[src/rtl/im_pkg.sv]
// Shared definitions for the instruction-memory loader: IM geometry, frame layout, FSM states.
package im_pkg;

    localparam int IM_ADDR_W = 10;
    localparam int IM_WORDS  = 1024;
    localparam int LEN_BYTES = 2;

    typedef enum logic [2:0] {
        IDLE,
        LEN_HI,
        LEN_LO,
        DATA,
        WRITE,
        DONE,
        ERR
    } state_t;

endpackage

[src/rtl/im_loader_if.sv]
// Host byte stream plus IM write port; master = host/IM side, slave = loader.
interface im_loader_if #(
    parameter int ADDR_W = 10
);
    logic              byte_valid;
    logic [7:0]        byte_data;
    logic              byte_ready;
    logic              im_we;
    logic [ADDR_W-1:0] im_addr;
    logic [31:0]       im_din;

    modport master (
        output byte_valid, byte_data,
        input  byte_ready, im_we, im_addr, im_din
    );

    modport slave (
        input  byte_valid, byte_data,
        output byte_ready, im_we, im_addr, im_din
    );
endinterface

[src/rtl/im_word_assembler.sv]
// 8-to-32 big-endian shift register with a 2-bit byte index.
// o_word_full flags that the byte on i_byte completes a word; o_word_next is that word.
module im_word_assembler (
    input  logic        clk,
    input  logic        rst_n,
    input  logic        i_clr,
    input  logic        i_shift,
    input  logic [7:0]  i_byte,
    output logic [31:0] o_word_next,
    output logic        o_word_full
);
    logic [31:0] r_word;
    logic [1:0]  r_idx;

    assign o_word_next = {r_word[23:0], i_byte};
    assign o_word_full = (r_idx == 2'd3);

    always_ff @(posedge clk or negedge rst_n) begin
        if (!rst_n) begin
            r_word <= '0;
            r_idx  <= '0;
        end else if (i_clr) begin
            r_word <= '0;
            r_idx  <= '0;
        end else if (i_shift) begin
            r_word <= o_word_next;
            r_idx  <= r_idx + 2'd1;
        end
    end
endmodule

[src/rtl/im_loader.sv]
// Frames a host byte stream (16-bit word count, then big-endian words) and writes the IM from word 0.
// im_we one cycle after each word's 4th byte; byte_ready drops outside LEN/DATA states.
module im_loader
    import im_pkg::*;
#(
    parameter int ADDR_W    = IM_ADDR_W,
    parameter int MAX_WORDS = IM_WORDS
) (
    input  logic            clk,
    input  logic            rst_n,
    input  logic            start,
    im_loader_if.slave      bus,
    output logic            cpu_hold,
    output logic            busy,
    output logic            done,
    output logic            error,
    output logic [ADDR_W:0] words_loaded
);
    localparam logic [16:0]       MAX_N   = 17'(MAX_WORDS);
    localparam logic [ADDR_W-1:0] IDX_ONE = 1;
    localparam logic [ADDR_W:0]   CNT_ONE = 1;

    state_t            r_state;
    state_t            w_next;
    logic              w_byte_ready;
    logic              w_im_we;
    logic              w_xfer;
    logic              w_begin;
    logic [15:0]       w_len;
    logic              w_len_ok;
    logic [ADDR_W:0]   w_words_inc;
    logic              w_last;
    logic [31:0]       w_word_next;
    logic              w_word_full;

    logic [7:0]        r_len_hi;
    logic [15:0]       r_len;
    logic [ADDR_W-1:0] r_index;
    logic [ADDR_W:0]   r_words;
    logic [ADDR_W-1:0] r_im_addr;
    logic [31:0]       r_im_din;
    logic              r_busy;
    logic              r_hold;
    logic              r_done;
    logic              r_error;

    assign w_xfer      = bus.byte_valid && w_byte_ready;
    assign w_begin     = start && (r_state == IDLE || r_state == DONE || r_state == ERR);
    assign w_len       = {r_len_hi, bus.byte_data};
    assign w_len_ok    = (w_len != 16'd0) && ({1'b0, w_len} <= MAX_N);
    assign w_words_inc = r_words + CNT_ONE;
    assign w_last      = (16'(w_words_inc) == r_len);

    im_word_assembler u_asm (
        .clk         (clk),
        .rst_n       (rst_n),
        .i_clr       (w_begin),
        .i_shift     (r_state == DATA && w_xfer),
        .i_byte      (bus.byte_data),
        .o_word_next (w_word_next),
        .o_word_full (w_word_full)
    );

    always_ff @(posedge clk or negedge rst_n) begin
        if (!rst_n) r_state <= IDLE;
        else        r_state <= w_next;
    end

    always_comb begin
        w_next       = r_state;
        w_byte_ready = 1'b0;
        w_im_we      = 1'b0;
        case (r_state)
            IDLE, DONE, ERR: begin
                if (start) w_next = LEN_HI;
            end
            LEN_HI: begin
                w_byte_ready = 1'b1;
                if (w_xfer) w_next = LEN_LO;
            end
            LEN_LO: begin
                w_byte_ready = 1'b1;
                if (w_xfer) w_next = w_len_ok ? DATA : ERR;
            end
            DATA: begin
                w_byte_ready = 1'b1;
                if (w_xfer && w_word_full) w_next = WRITE;
            end
            WRITE: begin
                w_im_we = 1'b1;
                w_next  = w_last ? DONE : DATA;
            end
            default: w_next = IDLE;
        endcase
    end

    // Address/data are captured with the 4th byte so they stay put after the strobe.
    always_ff @(posedge clk or negedge rst_n) begin
        if (!rst_n) begin
            r_len_hi  <= '0;
            r_len     <= '0;
            r_index   <= '0;
            r_words   <= '0;
            r_im_addr <= '0;
            r_im_din  <= '0;
            r_busy    <= 1'b0;
            r_hold    <= 1'b0;
            r_done    <= 1'b0;
            r_error   <= 1'b0;
        end else if (w_begin) begin
            r_index   <= '0;
            r_words   <= '0;
            r_busy    <= 1'b1;
            r_hold    <= 1'b1;
            r_done    <= 1'b0;
            r_error   <= 1'b0;
        end else begin
            case (r_state)
                LEN_HI: if (w_xfer) r_len_hi <= bus.byte_data;
                LEN_LO: begin
                    if (w_xfer) begin
                        r_len <= w_len;
                        if (!w_len_ok) begin
                            r_busy  <= 1'b0;
                            r_hold  <= 1'b0;
                            r_error <= 1'b1;
                        end
                    end
                end
                DATA: begin
                    if (w_xfer && w_word_full) begin
                        r_im_addr <= r_index;
                        r_im_din  <= w_word_next;
                    end
                end
                WRITE: begin
                    r_index <= r_index + IDX_ONE;
                    r_words <= w_words_inc;
                    if (w_last) begin
                        r_busy <= 1'b0;
                        r_hold <= 1'b0;
                        r_done <= 1'b1;
                    end
                end
                default: ;
            endcase
        end
    end

    assign bus.byte_ready = w_byte_ready;
    assign bus.im_we      = w_im_we;
    assign bus.im_addr    = r_im_addr;
    assign bus.im_din     = r_im_din;
    assign cpu_hold       = r_hold;
    assign busy           = r_busy;
    assign done           = r_done;
    assign error          = r_error;
    assign words_loaded   = r_words;
endmodule

[src/flat_wrapper.sv]
// flat-port wrapper written by rule: the top's interface ports become plain ports
module im_loader_flat import im_pkg::*;
#(
    parameter int ADDR_W    = IM_ADDR_W,
    parameter int MAX_WORDS = IM_WORDS
)
  (clk, rst_n, start, cpu_hold, busy, done, error, words_loaded, bus_byte_valid, bus_byte_data, bus_byte_ready, bus_im_we, bus_im_addr, bus_im_din);
  im_loader_if #(.ADDR_W(ADDR_W)) bus_i ();
  input  logic clk;
  input  logic rst_n;
  input  logic start;
  output logic cpu_hold;
  output logic busy;
  output logic done;
  output logic error;
  output logic [ADDR_W:0] words_loaded;
  input wire logic [$bits(bus_i.byte_valid)-1:0] bus_byte_valid;
  input wire logic [$bits(bus_i.byte_data)-1:0] bus_byte_data;
  output wire logic [$bits(bus_i.byte_ready)-1:0] bus_byte_ready;
  output wire logic [$bits(bus_i.im_we)-1:0] bus_im_we;
  output wire logic [$bits(bus_i.im_addr)-1:0] bus_im_addr;
  output wire logic [$bits(bus_i.im_din)-1:0] bus_im_din;
  assign bus_i.byte_valid = bus_byte_valid;
  assign bus_i.byte_data = bus_byte_data;
  assign bus_byte_ready = bus_i.byte_ready;
  assign bus_im_we = bus_i.im_we;
  assign bus_im_addr = bus_i.im_addr;
  assign bus_im_din = bus_i.im_din;
  im_loader #(.ADDR_W(ADDR_W), .MAX_WORDS(MAX_WORDS)) u_core (.clk(clk), .rst_n(rst_n), .start(start), .bus(bus_i), .cpu_hold(cpu_hold), .busy(busy), .done(done), .error(error), .words_loaded(words_loaded));
endmodule
[config.mk]
export PLATFORM = sky130hd
export DESIGN_NAME = im_loader_flat
export DESIGN_NICKNAME = d
export VERILOG_FILES = /design/src/rtl/im_pkg.sv /design/src/rtl/im_loader_if.sv /design/src/rtl/im_word_assembler.sv /design/src/rtl/im_loader.sv /design/src/flat_wrapper.sv
export SDC_FILE = /design/constraint.sdc
export NUM_CORES = 1
export LEC_CHECK = 0
export ABC_AREA = 1
export BUFFER_PORTS_ARGS = -buffer_cell sky130_fd_sc_hd__buf_2
export CAP_MARGIN = 0
export CELL_PAD_IN_SITES_DETAIL_PLACEMENT = 2
export CELL_PAD_IN_SITES_GLOBAL_PLACEMENT = 2
export CORE_ASPECT_RATIO = 0.75
export CORE_MARGIN = 2
export CORE_UTILIZATION = 32
export CTS_BUF_LIST = sky130_fd_sc_hd__clkbuf_16
export DETAILED_ROUTE_END_ITERATION = 8
export HOLD_SLACK_MARGIN = 0.1
export PLACE_DENSITY_LB_ADDON = 0.1
export SLEW_MARGIN = 5
export SYNTH_ARGS = -nofsm -noshare
export SYNTH_HDL_FRONTEND = slang
export SYNTH_SLANG_ARGS = --single-unit
export TNS_END_PERCENT = 30
[constraint.sdc]
create_clock -name clk -period 1.7 [get_ports clk]
set_input_delay 0.34 -clock clk [delete_from_list [all_inputs] [get_ports clk]]
set_output_delay 0.34 -clock clk [all_outputs]
set_load 0.02 [all_outputs]
# [After elaboration in Yosys (flattened, before gate mapping)]
# Cells that the tools add are included.
[op_classes] add_sub_neg=3 mul=0 n_div=0 order_cmp=1 eq_ne=16 shifts=0 muxes=29 n_bitwise=1 n_reduce_logical=24
[ops] cell="24-bit two-way mux" n=2
[ops] cell="11-bit two-way mux" n=2
[ops] cell="10-bit two-way mux" n=2
[ops] cell="3-bit two-way mux" n=6
[ops] cell="11-bit by 16-bit == test with 1-bit output" n=1
[ops] cell="16-bit by 11-bit <= comparator with 1-bit output (second input constant)" n=1
[ops] cell="16-bit nonzero test" n=1
[ops] cell="3-bit case mux with 5 select lines" n=1
[ops] cell="1-bit two-way mux" n=13
[ops] cell="3-bit AND reduction" n=4
[ops] cell="11-bit by 1-bit adder with 11-bit output (second input constant)" n=1
[ops] cell="10-bit by 1-bit adder with 10-bit output (second input constant)" n=1
[ops] cell="2-bit nonzero test" n=5
[ops] cell="3-bit == test (second input constant)" n=3
[ops] cell="4-bit AND reduction" n=2
[ops] cell="3-bit by 2-bit == test with 1-bit output (second input constant)" n=2
[ops] cell="2-bit inequality test (second input constant)" n=3
[ops] cell="3-bit by 2-bit inequality test with 1-bit output (second input constant)" n=2
[ops] cell="3-bit OR reduction" n=2
[ops] cell="1-bit logical AND" n=5
[ops] cell="2-bit two-way mux" n=2
[ops] cell="2-bit by 1-bit inequality test with 1-bit output (second input constant)" n=2
[ops] cell="3-bit by 1-bit == test with 1-bit output (second input constant)" n=1
[ops] cell="3-bit logical NOT" n=1
[ops] cell="other kinds (8)" n=9
[totals] regBits=119 latchBits=0 mem_bits_rw=0 romBits=0 in_bits=12 output_inout_bits=59 memories=0

# [Longest topological paths before layout]
[depth] ltp_word=7 mapped_depth=15 mapped_depth_nobuf=15

# [Modules after synthesis]
# Synthesis repeated with hierarchy kept, for this count alone.
[hier_totals] hier_cells=567 hier_area_um2=5649.2
[modules_own_cells] mod="im_loader" n_inst=1 cells_per_inst=444 area_each_um2=4391.7 seq_area_each_um2=2327.2
[modules_own_cells] mod="im_word_assembler" n_inst=1 cells_per_inst=123 area_each_um2=1257.5 seq_area_each_um2=650.6

# [Least setup slack after synthesis]
# No wires, ideal clock.
[synth_timing] path_type="reg-to-reg" startpoint="register u_core.r_words[0], in the netlist u_core.words_loaded[0]" endpoint="register u_core.r_busy, in the netlist u_core.busy" arrival_time_ns=1.681 t_required_ns=1.582 path_slack_ns=-0.099 stages_incl_launch_ff=13 period_less_slack_ns=1.799 path_cell_list="dfrtp_1 ha_1 nand2_2 nor2_4 nand2_1 nand2_1 nor2_1 nor2_1 nand3_1 o21bai_2 nand2_1 nand2_1 nand2_1"
[synth_via] elab_chain_len=4
[synth_rtl] item="start: declaration" line="im_loader.sv:39" source="logic [ADDR_W:0] r_words;"
[synth_rtl] item="start signal: assignment" line="im_loader.sv:138" source="r_words <= w_words_inc;"
[synth_rtl] item="11-bit by 1-bit adder with 11-bit output" line="im_loader.sv:51" source="assign w_words_inc = r_words + CNT_ONE;"
[synth_rtl] item="11-bit by 16-bit == test with 1-bit output" line="im_loader.sv:52" source="assign w_last = (16'(w_words_inc) == r_len);"
[synth_rtl] item="3-bit by 2-bit inequality test with 1-bit output (no source line)"
[synth_rtl] item="4-bit AND reduction (no source line)"
[synth_rtl] item="end signal: assignment" line="im_loader.sv:106" source="r_busy <= 1'b0;"
[synth_rtl] item="end signal: assignment" line="im_loader.sv:113" source="r_busy <= 1'b1;"
[synth_rtl] item="end signal: assignment" line="im_loader.sv:124" source="r_busy <= 1'b0;"
[synth_rtl] item="end: declaration" line="im_loader.sv:42" source="logic r_busy;"
# No other way between the ends.
# A chain may end at the register's enable or synchronous reset.

# [Final worst setup path]
[layout_timing] startpoint="register u_core.r_words[1], in the netlist u_core.words_loaded[1]" endpoint="register u_core.r_state[2]"
[layout_via] elab_chain_len=4
[layout_rtl] item="11-bit by 1-bit adder with 11-bit output" line="im_loader.sv:51"
[layout_rtl] item="11-bit by 16-bit == test with 1-bit output" line="im_loader.sv:52"
[layout_rtl] item="3-bit two-way mux" line="im_loader.sv:91" source="w_next = w_last ? DONE : DATA;"
[layout_rtl] item="3-bit case mux with 5 select lines" line="im_loader.sv:73" source="case (r_state)"
[layout_rtl] item="end signal: assignment" line="im_loader.sv:66" source="else r_state <= w_next;"
[layout_rtl] item="end: declaration" line="im_loader.sv:23" source="state_t r_state;"
# No other way between the ends.

==> results.cfg <==
[status]
status = complete, but fails checks
violations = negative setup slack

[final_layout]
n_antenna_cell = 0
area_growth_pct = 37.72
stdcell_count = 904
nFillCells = 1717
layout-drive-gt1-share_pct = 38.33
nets = 696

[yosys]
synth_area_sq_mm = 0.005197
synth_top_area_cell = dfrtp_1
syn_nets = 563
netlist_instances = 548
synth-simple-area-share_pct = 17.14
avgSynthCellArea_sq_um = 9.484
synth.top_cell.area_share_pct = 57.29
synthMuxAreaShare_pct = 5.200
synthArstFlopShare_pct = 100.0
synth-compound-area-share_pct = 11.51
synth_top_family_by_area = simple AND/OR/NAND/NOR gates
synth_most_common_cell = nand2_1
ys_top_cells_by_area = dfrtp_1 57%, nand2_1 9.4%, inv_1 5.6%
synthAdderAreaFrac_pct = 0.7222
ys_seq_area_share_pct = 57.29
synthXorXnorAreaFrac_pct = 0.3370
synth_ff_type = dfrtp_1
synth_edf_count = 0
ys_ff_latch = 119
synthDistinctLibCells = 34
synth_commonest_cells = 130 x nand2_1, 119 x dfrtp_1, 78 x inv_1, 53 x o21ai_0, 25 x a22oi_1
yosysWarnings = 0

[cts]
clockBufferDepth = 2
insertion_delay_ns = 0.43
cts_made_buffers = 17
root_buffer = clkbuf_16
cts_tree = built
clk_pin_slew_worst_paths_ns = 0.06
cts_sinks = 119
htree_levels = 4

[drt]
drt-initial-drc-count = 123
wl_per_cell_um = 17.93
vias_per_cell = 4.824
drc = 0
drt-total-wl_um = 16210
drtAntennaViolNets = 0
first_pass_iters = 4
num_vias = 4361

[grt]
grt_overflow = 0
antenna_found_initial = 0
grt_max_degree = 63
grt_usage_pct = 19.58
grt_pass1_vias = 4768
grt_pass1_wl_um = 25540

[setup_path]
arrival_ns = 2.22
slowest_delay_ns = 0.44
timing.rr.start = u_core.words_loaded[1]$_DFFE_PN0P_
timing.rr.end = u_core.r_state[2]$_DFFE_PN0P_
path_max_fanout = 3
rr_worst_depth = 14
critPathBufInv = 0
path_cells = ha_4 > nand2_2 > nand2_1 > nor2_1 > nand2_1 > nor2_2 > nand3_2 > nor2_2 > nand3_2 > nor2_2 > nand2_2 > nand2_2 > nand2_1 > nand2_1
crit_path_frequent_cell = nand2_1
startpoint_type = flop
slowest_stage = dfrtp_2
reg2reg_slack_ns = -0.16
cp-end-kind = flop
path_class = reg2reg
cp.required_ns = 2.05
cp_top_family = simple AND/OR/NAND/NOR gates

[hold_path]
worstHoldEndpoint = u_core.u_asm.r_word[5]$_DFFE_PN0P_
hold_depth = 3
min_from = bus_byte_data[5]
hold_path_class = in2reg

[pwr]
leakagePower_nw = 3.788
powerDensity_mw_per_mm2 = 1529
ir_drop_mv = 0.6393

[die]
io_pins = 71
core-area_sq_mm = 0.01597
fp.dieH_um = 114.4
die_width_um = 151.2
start_util_pct = 32.55
die_area_sq_mm = 0.01729
fp-row-count = 40

[timing]
clock_skew_ns = 0.01250
finalHoldWorstSlack_ns = 0.1577
slew_viol_final = 0
worst_pin_slew_ns = 0.3467
finalHoldViolations = 0
max_freq_ghz = 0.5368
fin_crit_sh_pct = 109.6
setup_viol = 8
fin_crit_ns = 1.863
setup_ws_ns = -0.1630
rsz0062_at_grt = true
slew_headroom_pct = 76.89

[placed_design]
io_buffers = 70
dp.cells = 852
hpwl_um = 10810
gp_congestion = 0.7597

[run]
maxCapViolCount = 0
[sequential cells by signal, indices dropped and copies added, names as in the netlist]
name / count
u_core.done: 1
u_core.r_len: 16
u_core.busy: 1
u_core.r_state: 3
u_core.bus.im_addr: 10
u_core.r_index: 10
u_core.u_asm.r_idx: 2
u_core.r_len_hi: 8
u_core.error: 1
u_core.u_asm.r_word: 24
u_core.bus.im_din: 32
u_core.words_loaded: 11
[power breakdown]
part / internal, mW / switching, mW / total [mW]
Clock: 2.34 / 1.45 / 3.79
Sequential: 3.37 / 0.526 / 3.90
Combinational: 1.31 / 1.95 / 3.26
Total: 7.02 / 3.93 / 10.9
[worst reg2reg max path: stages (launching register included)]
cell     delay [ns]
dfrtp_2        0.44
ha_4           0.27
nand2_2        0.07
nand2_1        0.04
nor2_1         0.08
nand2_1        0.07
nor2_2         0.10
nand3_2        0.08
nor2_2         0.10
nand3_2        0.14
nor2_2         0.15
nand2_2        0.08
nand2_2        0.06
nand2_1        0.06
nand2_1        0.06
[metal layers]
metal | part of all wire [%] | GRT usage (%)
met5 | 0 | 0
met2 | 50 | 32.27
met4 | 1.4 | 6.729
met3 | 2.6 | 4.064
met1 | 46 | 25.77
[layout make-up]
| type | instances | area, sq um | area share [%] |
|---|---|---|---|
| Inverter | 84 | 331.6 | 4.632 |
| Tap cell | 210 | 262.8 | 3.671 |
| Multi-Input combinational cell | 330 | 2085 | 29.12 |
| Timing Repair inverter | 1 | 7.507 | 0.1049 |
| Clock inverter | 15 | 191.4 | 2.674 |
| Clock buffer | 17 | 425.4 | 5.943 |
| Timing Repair Buffer | 128 | 873.3 | 12.20 |
| Sequential cell | 119 | 2982 | 41.65 |
[cells by family after synthesis]
logic type               count (synthesis)
adder cells (fa/ha/maj)                  3
multiplexers                            24
buffers and inverters                  100
AO/OA/AOI/OAI                          102
AND/OR/NAND/NOR                        198
XOR/XNOR                                 2
flip-flops                             119
[through the flow]
step	cell area [sq um]	setup WS [ns]	power, mW	utilization [%]	setup TNS, ns
global placement	6086	-0.07227	6.287	38.12	-0.3227
global route	7158	-0.3223	11.64	44.84	-3.501
detailed placement	6086	-0.1440	6.451	38.12	-2.602
finish	7158	-0.1630	10.95	44.84	-0.7479
floorplan	5213	0.04205	5.375	-	0
CTS	6771	-0.1743	10.49	42.41	-0.8583
[repair_timing]
action / 4_1_cts / 5_1_grt
pin swaps: 2 / 29
endpoints found under the setup margin: 32 / 54
endpoints found under the hold margin: 15 / 0
buffers inserted: 3 / 15
gates resized for setup: 9 / 74
hold buffers: 1 / 0
gates cloned: 1 / 1
[worst max path at each step]
stage | from | to | slack [ns] | cells after the start
finish | u_core.words_loaded[1]$_DFFE_PN0P_ | u_core.r_state[2]$_DFFE_PN0P_ | -0.16 | 14
global route | u_core.words_loaded[1]$_DFFE_PN0P_ | u_core.r_state[2]$_DFFE_PN0P_ | -0.32 | 14
CTS | u_core.words_loaded[0]$_DFFE_PN0P_ | u_core.busy$_DFFE_PN0P_ | -0.17 | 13
detailed placement | u_core.words_loaded[0]$_DFFE_PN0P_ | u_core.busy$_DFFE_PN0P_ | -0.14 | 13
global placement | u_core.words_loaded[1]$_DFFE_PN0P_ | u_core.r_state[1]$_DFFE_PN0P_ | -0.07 | 12
floorplan | u_core.words_loaded[0]$_DFFE_PN0P_ | u_core.busy$_DFFE_PN0P_ | 0.04 | 12
[placed cells by master, fill, tap and decap left out, drive strengths merged]
cell	instances
mux2	24
clkinvlp	4
nor3	5
or2	1
a21oi	6
o22ai	9
clkinv	4
buf	127
nor2	32
nand3	20
clkbuf	17
dfrtp	119
ha	3
nand3b	5
xor2	2
a22o	1
o21ai	58
a22oi	25
o21bai	2
dlygate4sd3	1
bufinv	3
a31oi	1
inv	89
nand2	133
nand4	3
(Power assumes the default switching activity.)
